## config.mk

```make
export PLATFORM = sky130hd
export DESIGN_NAME = mvm_stream
export DESIGN_NICKNAME = d
export VERILOG_FILES = /design/src/rtl/mvm_stream_pkg.sv /design/src/rtl/mvm_stream_lane.sv /design/src/rtl/mvm_stream.sv
export SDC_FILE = /design/constraint.sdc
export NUM_CORES = 2
export LEC_CHECK = 0
export CAP_MARGIN = 20
export CORE_UTILIZATION = 64
export CTS_BUF_LIST = sky130_fd_sc_hd__clkbuf_16
export DETAILED_ROUTE_END_ITERATION = 7
export PLACE_DENSITY = 0.81
export SLEW_MARGIN = 20
export SYNTH_ARGS = -nofsm -noshare
export SYNTH_HDL_FRONTEND = slang
export SYNTH_SLANG_ARGS = --single-unit
```

## constraint.sdc

```tcl
create_clock -name clk -period 7.1 [get_ports clk]
set_input_delay 1.42 -clock clk [delete_from_list [all_inputs] [get_ports clk]]
set_output_delay 1.42 -clock clk [all_outputs]
set_load 0.01 [all_outputs]
```

## src/rtl/mvm_stream_pkg.sv

```systemverilog
// Shared types and sizing helpers for the streaming matrix-vector multiplier.
// Latency: n/a (types and constant functions only).
// Backpressure: n/a.
package mvm_stream_pkg;

  typedef enum logic [2:0] {
    IDLE,
    LOAD_A,
    LOAD_X,
    COMPUTE,
    FLUSH,
    EMIT
  } state_t;

  // Pipeline lead between column address and accumulate (read reg + multiply reg).
  localparam int PIPE_DEPTH = 2;

  // Full-precision accumulator width: one B x B product plus growth for K terms.
  function automatic int acc_width(input int b, input int k);
    return 2 * b + $clog2(k);
  endfunction

  // Index width that never collapses to zero bits.
  function automatic int idx_width(input int n);
    return (n > 1) ? $clog2(n) : 1;
  endfunction

endpackage

```

## src/rtl/mvm_stream_lane.sv

```systemverilog
// One MAC lane: local slice of A, multiply register, clearable accumulator, result register.
// Latency: read reg -> multiply reg -> accumulate; result latched on the final accumulate cycle.
// Backpressure: none; the top-level sequencer only advances the lane when the stream allows.
// Ports: wr_en/addr/wr_data write A; addr also drives the synchronous read; x_val is the
//        aligned x element; acc_clr/acc_en/latch come from the top-level FSM; result is
//        this lane's y entry for the current pass.
module mvm_lane #(
  parameter int B       = 16,
  parameter int ACC_W   = 35,
  parameter int A_DEPTH = 32,
  parameter int AW      = 5
) (
  input  logic                    clk,
  input  logic                    reset,
  input  logic                    wr_en,
  input  logic [AW-1:0]           addr,
  input  logic signed [B-1:0]     wr_data,
  input  logic signed [B-1:0]     x_val,
  input  logic                    acc_clr,
  input  logic                    acc_en,
  input  logic                    latch,
  output logic signed [ACC_W-1:0] result
);

  logic signed [B-1:0]     mem [A_DEPTH];
  logic signed [B-1:0]     a_q;
  logic signed [2*B-1:0]   prod_q;
  logic signed [ACC_W-1:0] acc_q;
  logic signed [ACC_W-1:0] prod_ext;
  logic signed [ACC_W-1:0] acc_sum;

  // Matrix storage is intentionally not reset; contents survive reset.
  always_ff @(posedge clk) begin
    if (wr_en) mem[addr] <= wr_data;
    a_q <= mem[addr];
  end

  assign prod_ext = {{(ACC_W-2*B){prod_q[2*B-1]}}, prod_q};
  assign acc_sum  = acc_q + prod_ext;

  always_ff @(posedge clk or negedge reset) begin
    if (!reset) begin
      prod_q <= '0;
      acc_q  <= '0;
      result <= '0;
    end else begin
      prod_q <= a_q * x_val;
      if (acc_clr)     acc_q <= '0;
      else if (acc_en) acc_q <= acc_sum;
      // The final product is still in flight when the sequencer latches, so take the sum.
      if (latch) result <= acc_sum;
    end
  end

endmodule

```

## src/rtl/mvm_stream.sv

```systemverilog
// Streaming y = A*x with P parallel MAC lanes; A and x loaded over one valid/ready input.
// Latency: K+2 cycles per pass from pass entry to result latch, then P output beats.
// Backpressure: in_ready only in load states; out_valid holds data until out_ready.
// Ports: load_matrix/load_vector/start command pulses (IDLE only); in_* load stream;
//        out_* result stream with out_last on y[M-1]; busy while not IDLE; done pulse.
module mvm_stream
  import mvm_stream_pkg::*;
#(
  parameter int K     = 8,
  parameter int M     = 8,
  parameter int P     = 2,
  parameter int B     = 16,
  parameter int ACC_W = acc_width(B, K)
) (
  input  logic                    clk,
  input  logic                    reset,
  input  logic                    load_matrix,
  input  logic                    load_vector,
  input  logic                    start,
  input  logic signed [B-1:0]     in_data,
  input  logic                    in_valid,
  output logic                    in_ready,
  output logic signed [ACC_W-1:0] out_data,
  output logic                    out_valid,
  input  logic                    out_ready,
  output logic                    out_last,
  output logic                    busy,
  output logic                    done
);

  localparam int ROWS_PER_LANE = M / P;
  localparam int A_DEPTH       = ROWS_PER_LANE * K;
  localparam int AW            = idx_width(A_DEPTH);
  localparam int CW            = idx_width(K);
  localparam int LW            = idx_width(P);
  localparam int TW            = idx_width(ROWS_PER_LANE);

  localparam logic [CW-1:0] COL_LAST  = CW'(K - 1);
  localparam logic [LW-1:0] LANE_LAST = LW'(P - 1);
  localparam logic [TW-1:0] PASS_LAST = TW'(ROWS_PER_LANE - 1);

  state_t        state;
  logic [CW-1:0] col_cnt;
  logic [LW-1:0] lane_cnt;   // lane being written (LOAD_A) or emitted (EMIT)
  logic [TW-1:0] pass_cnt;   // row-within-lane (LOAD_A) or pass index t (COMPUTE..EMIT)
  logic          flush_cnt;
  logic          rd_v1, rd_v2;

  logic signed [B-1:0]     x_mem [K];
  logic signed [B-1:0]     x_q;
  logic signed [ACC_W-1:0] lane_res [P];
  logic [AW-1:0]           addr;
  logic                    rd_en, acc_clr, latch;

  // LOAD_A and COMPUTE share the same (row-within-lane, column) addressing.
  assign addr    = AW'(pass_cnt) * AW'(K) + AW'(col_cnt);
  assign rd_en   = (state == COMPUTE);
  assign acc_clr = rd_en && (col_cnt == '0);
  assign latch   = (state == FLUSH) && flush_cnt;

  always_ff @(posedge clk) begin
    if (state == LOAD_X && in_valid) x_mem[col_cnt] <= in_data;
  end

  // x read register and valid shadow of the two-stage lane pipeline.
  always_ff @(posedge clk or negedge reset) begin
    if (!reset) begin
      x_q   <= '0;
      rd_v1 <= 1'b0;
      rd_v2 <= 1'b0;
    end else begin
      x_q   <= x_mem[col_cnt];
      rd_v1 <= rd_en;
      rd_v2 <= rd_v1;
    end
  end

  for (genvar i = 0; i < P; i++) begin : g_lane
    mvm_lane #(
      .B(B), .ACC_W(ACC_W), .A_DEPTH(A_DEPTH), .AW(AW)
    ) u_lane (
      .clk     (clk),
      .reset   (reset),
      .wr_en   ((state == LOAD_A) && in_valid && (lane_cnt == LW'(i))),
      .addr    (addr),
      .wr_data (in_data),
      .x_val   (x_q),
      .acc_clr (acc_clr),
      .acc_en  (rd_v2),
      .latch   (latch),
      .result  (lane_res[i])
    );
  end

  assign out_data = lane_res[lane_cnt];

  always_ff @(posedge clk or negedge reset) begin
    if (!reset) begin
      state     <= IDLE;
      col_cnt   <= '0;
      lane_cnt  <= '0;
      pass_cnt  <= '0;
      flush_cnt <= 1'b0;
      in_ready  <= 1'b0;
      out_valid <= 1'b0;
      out_last  <= 1'b0;
      busy      <= 1'b0;
      done      <= 1'b0;
    end else begin
      done <= 1'b0;
      case (state)
        IDLE: begin
          col_cnt  <= '0;
          lane_cnt <= '0;
          pass_cnt <= '0;
          if (load_matrix) begin
            state <= LOAD_A; in_ready <= 1'b1; busy <= 1'b1;
          end else if (load_vector) begin
            state <= LOAD_X; in_ready <= 1'b1; busy <= 1'b1;
          end else if (start) begin
            state <= COMPUTE; busy <= 1'b1;
          end
        end
        // Row-major beat n maps to lane r%P, row-within-lane r/P, column n%K.
        LOAD_A: if (in_valid) begin
          if (col_cnt == COL_LAST) begin
            col_cnt <= '0;
            if (lane_cnt == LANE_LAST) begin
              lane_cnt <= '0;
              if (pass_cnt == PASS_LAST) begin
                pass_cnt <= '0; state <= IDLE; in_ready <= 1'b0; busy <= 1'b0;
              end else begin
                pass_cnt <= pass_cnt + TW'(1);
              end
            end else begin
              lane_cnt <= lane_cnt + LW'(1);
            end
          end else begin
            col_cnt <= col_cnt + CW'(1);
          end
        end
        LOAD_X: if (in_valid) begin
          if (col_cnt == COL_LAST) begin
            col_cnt <= '0; state <= IDLE; in_ready <= 1'b0; busy <= 1'b0;
          end else begin
            col_cnt <= col_cnt + CW'(1);
          end
        end
        COMPUTE: begin
          if (col_cnt == COL_LAST) begin
            col_cnt <= '0; flush_cnt <= 1'b0; state <= FLUSH;
          end else begin
            col_cnt <= col_cnt + CW'(1);
          end
        end
        FLUSH: begin
          if (flush_cnt) begin
            state     <= EMIT;
            out_valid <= 1'b1;
            lane_cnt  <= '0;
            out_last  <= (P == 1) && (pass_cnt == PASS_LAST);
          end else begin
            flush_cnt <= 1'b1;
          end
        end
        EMIT: if (out_ready) begin
          if (lane_cnt == LANE_LAST) begin
            out_valid <= 1'b0;
            out_last  <= 1'b0;
            lane_cnt  <= '0;
            if (pass_cnt == PASS_LAST) begin
              pass_cnt <= '0; done <= 1'b1; busy <= 1'b0; state <= IDLE;
            end else begin
              pass_cnt <= pass_cnt + TW'(1); state <= COMPUTE;
            end
          end else begin
            lane_cnt <= lane_cnt + LW'(1);
            out_last <= (lane_cnt + LW'(1) == LANE_LAST) && (pass_cnt == PASS_LAST);
          end
        end
        default: state <= IDLE;
      endcase
    end
  end

endmodule

```

==> impl_metrics.env <==
export IMPL_ys_seq_area_frac=0.545
export IMPL_drt_iter0_markers=6247
export IMPL_startpoint="x_q[15]"
export IMPL_cp_arrival_ps=7400
export IMPL_num_fill_cells=7551
export IMPL_final_area_um2=82800
export IMPL_yosys_warnings=0
export IMPL_end_kind="register"
export IMPL_grt_usage=0.332
export IMPL_use_met1=0.458
export IMPL_max_slew_worst_pin_slew_ps=1180
export IMPL_cp_start_kind="register"
export IMPL_synthTopCellsByArea="edfxtp_1 (46%), fa_1 (14%), dfrtp_1 (7.9%)"
export IMPL_hpwl_mm=125
export IMPL_placed_cells=7454
export IMPL_vias=49649
export IMPL_cts_tree="done"
export IMPL_r2r_end="g_lane[0].u_lane.prod_q[30]"
export IMPL_clock_sinks=1421
export IMPL_slew_viol_final=0
export IMPL_ys_seq_elements=1421
export IMPL_use_met2=0.511
export IMPL_first_global_vias=50257
export IMPL_synth_edff_count=1152
export IMPL_met3_usage=0.0789
export IMPL_period_minus_slack_ps=6770
export IMPL_rows=125
export IMPL_drive_gt1_frac=0.0788
export IMPL_busiest_layer="met2"
export IMPL_async_reset_ff_frac=0.167
export IMPL_min_path_type="register to register"
export IMPL_timing_fmax_ghz=0.148
export IMPL_instances_no_fill=7716
export IMPL_route_antenna_remaining_nets=0
export IMPL_routabilityCongestion=0.917
export IMPL_synthesis_area_um2=75500
export IMPL_netlist_instances=6006
export IMPL_initial_core_util=0.648
export IMPL_clk_pin_slew_worst_paths_ps=60
export IMPL_placed_cell_area_um2=78300
export IMPL_post_cts_buffers=0
export IMPL_r2r_cells=18
export IMPL_grt_first_pass_wirelength_mm=298
export IMPL_final_net_count=6864
export IMPL_drc=0
export IMPL_grt_overflow=0
export IMPL_critical_path_required_ps=7730
export IMPL_die_y_um=346
export IMPL_die_w_um=346
export IMPL_area_growth_pct=9.65
export IMPL_yosysTopAreaCellShare=0.458
export IMPL_yosys_area_top_type="edfxtp_1"
export IMPL_routed_wl_mm=197
export IMPL_finalSetupViolations=0
export IMPL_dieArea_um2=119000
export IMPL_ctsRootBufferMaster="clkbuf_16"
export IMPL_r2r_start="x_q[15]"
export IMPL_rrSetupSlack_ps=330
export IMPL_min_path_cells=0
export IMPL_core_um2=117000
export IMPL_io_pins=63
export IMPL_syn_nets=6796
export IMPL_grt_setup_unrepaired="no"
export IMPL_cp_endpoint="g_lane[0].u_lane.prod_q[30]"
export IMPL_cap_violations=0
export IMPL_relSlewSlack=0.212
export IMPL_setup_tns_ps=0
export IMPL_firstDrtPassIters=8
export IMPL_avgSynthCellArea_um2=12.6
export IMPL_numCtsBuffers=142
export IMPL_antenna_found_initial=13
export IMPL_synthFlopType="edfxtp_1"
export IMPL_status="finished clean"
export IMPL_clk_latency_ps=780
export IMPL_fin_skew_ps=31.7
export IMPL_wl_per_cell_um=25.5
export IMPL_crit_type="register to register"
export IMPL_hold_viol_final=0
export IMPL_ctsLongestPathBuffers=3
export IMPL_h_tree_depth=4
export IMPL_viasPerCell=6.43
export IMPL_numPortBuffers=62
export IMPL_grt_max_degree=152
export IMPL_crit_fanout=13
export IMPL_synth_cell_types=77
export IMPL_timing_final_crit_share=0.953
## timing repair
item	CTS	global route
gates resized for setup	0	6
hold buffers	0	0
setup endpoints to repair	0	2
## sequential cells by signal, indices dropped and copies added, names as in the netlist
register and flops:
out_valid 1, x_q 16, pass_cnt 2, g_lane.u_lane.acc_q 70, x_mem 128, g_lane.u_lane.a_q 32, out_last 1, lane_cnt 1
col_cnt 3, rd_v2 1, busy 1, in_ready 1, state 3, g_lane.u_lane.mem 1024, g_lane.u_lane.result 70, g_lane.u_lane.prod_q 64
done 1, flush_cnt 1, rd_v1 1
## cell families after synthesis
| family | count (synthesis) | synth area share |
|---|---|---|
| adders and majority gates | 767 | 0.179 |
| muxes | 190 | 0.0271 |
| xor gates and xnor gates | 131 | 0.0154 |
| and+or+nand+nor | 1400 | 0.0862 |
| buffers and inverters | 928 | 0.0465 |
| AOI/OAI and AO/OA | 1169 | 0.101 |
| DFF | 1421 | 0.545 |
## critical path, stage by stage, from the launching register on
cell       delay [ps]
dfrtp_1           340
clkinv_1          530
buf_4             430
nor2_1            160
fa_1              460
fa_1              460
fa_1              550
fa_1              440
fa_1              480
inv_1              50
fa_1              480
inv_1              40
ha_1              390
nand3_1           140
o31ai_1           700
a21oi_1           260
a2bb2oi_1         220
a21o_1            170
o311ai_0          340
## final cells by class
type                            instances  area [µm²]  area share
Inverter                              624        2340      0.0283
Sequential cell                      1421       41200       0.497
Clock inverter                        115         907      0.0110
Multi-Input combinational cell       3657       31000       0.374
Timing Repair Buffer                  228        1850      0.0224
Tap cell                             1524        1910      0.0230
Clock buffer                          145        3630      0.0438
Antenna cell                            2        5.00   0.0000604
## metal layers
layer,vias up,wire (µm)
met5,-,121
met4,14,8350
met3,566,24800
met2,3298,90800
met1,24669,72900
li1,21102,-
## layout by cell type (no fill, tap or decap), types with 31 or more instances in the layout
| cell type | count |
|---|---|
| clkinv_1 | 39 |
| nand4_1 | 43 |
| a22oi_1 | 211 |
| a21oi_1 | 299 |
| nor2_1 | 277 |
| a22o_1 | 31 |
| ha_1 | 241 |
| xor2_1 | 41 |
| nand2_1 | 563 |
| and2_1 | 267 |
| buf_4 | 161 |
| nor2b_1 | 32 |
| o21ai_0 | 253 |
| dfrtp_1 | 226 |
| nand3_1 | 97 |
| xnor2_1 | 89 |
| a21o_1 | 63 |
| nand2b_1 | 32 |
| clkdlybuf4s50_1 | 45 |
| edfxtp_1 | 1152 |
| o21a_1 | 44 |
| inv_1 | 652 |
| mux2i_1 | 135 |
| clkbuf_16 | 145 |
| fa_1 | 526 |
| dfxtp_1 | 32 |
| a221oi_1 | 76 |
| o31ai_1 | 36 |
| mux2_2 | 48 |
## metrics by stage
stage                util  setup slack [ps]  hold WS, ps
finish              0.710               334          349
floorplan               -              1120          331
global placement    0.671               465          334
CTS                 0.710               272          353
detailed placement  0.671               290          339
global route        0.710               115          354
## synthesized netlist by cell type (23+ instances only)
library cell and n:
a211oi_1 28, a21o_1 63, a21oi_1 299, a221oi_1 76
a22o_1 31, a22oi_1 211, and2_1 270, buf_1 27
buf_2 26, clkbuf_1 251, dfrtp_1 237, dfxtp_1 32
edfxtp_1 1152, fa_1 526, ha_1 241, inv_1 621
mux2_2 48, mux2i_1 135, nand2_1 563, nand2b_1 32
nand3_1 98, nand4_1 43, nor2_1 286, nor2b_1 33
nor3_1 23, o21a_1 44, o21ai_0 253, o31ai_1 36
xnor2_1 89, xor2_1 41
## how the worst min path moves through the flow
stage	startpoint	end	slack, ps
4_1_cts	rd_v1	rd_v2	350
6_report	rd_v1	rd_v2	350
5_1_grt	rd_v1	rd_v2	350
2_1_floorplan	rd_v1	rd_v2	330
3_3_place_gp	rd_v1	rd_v2	330
3_5_place_dp	rd_v1	rd_v2	340
Power is left out: the tool's default activity adds up to more than one toggle a clock period on the data nets, which glitch-free logic cannot reach.
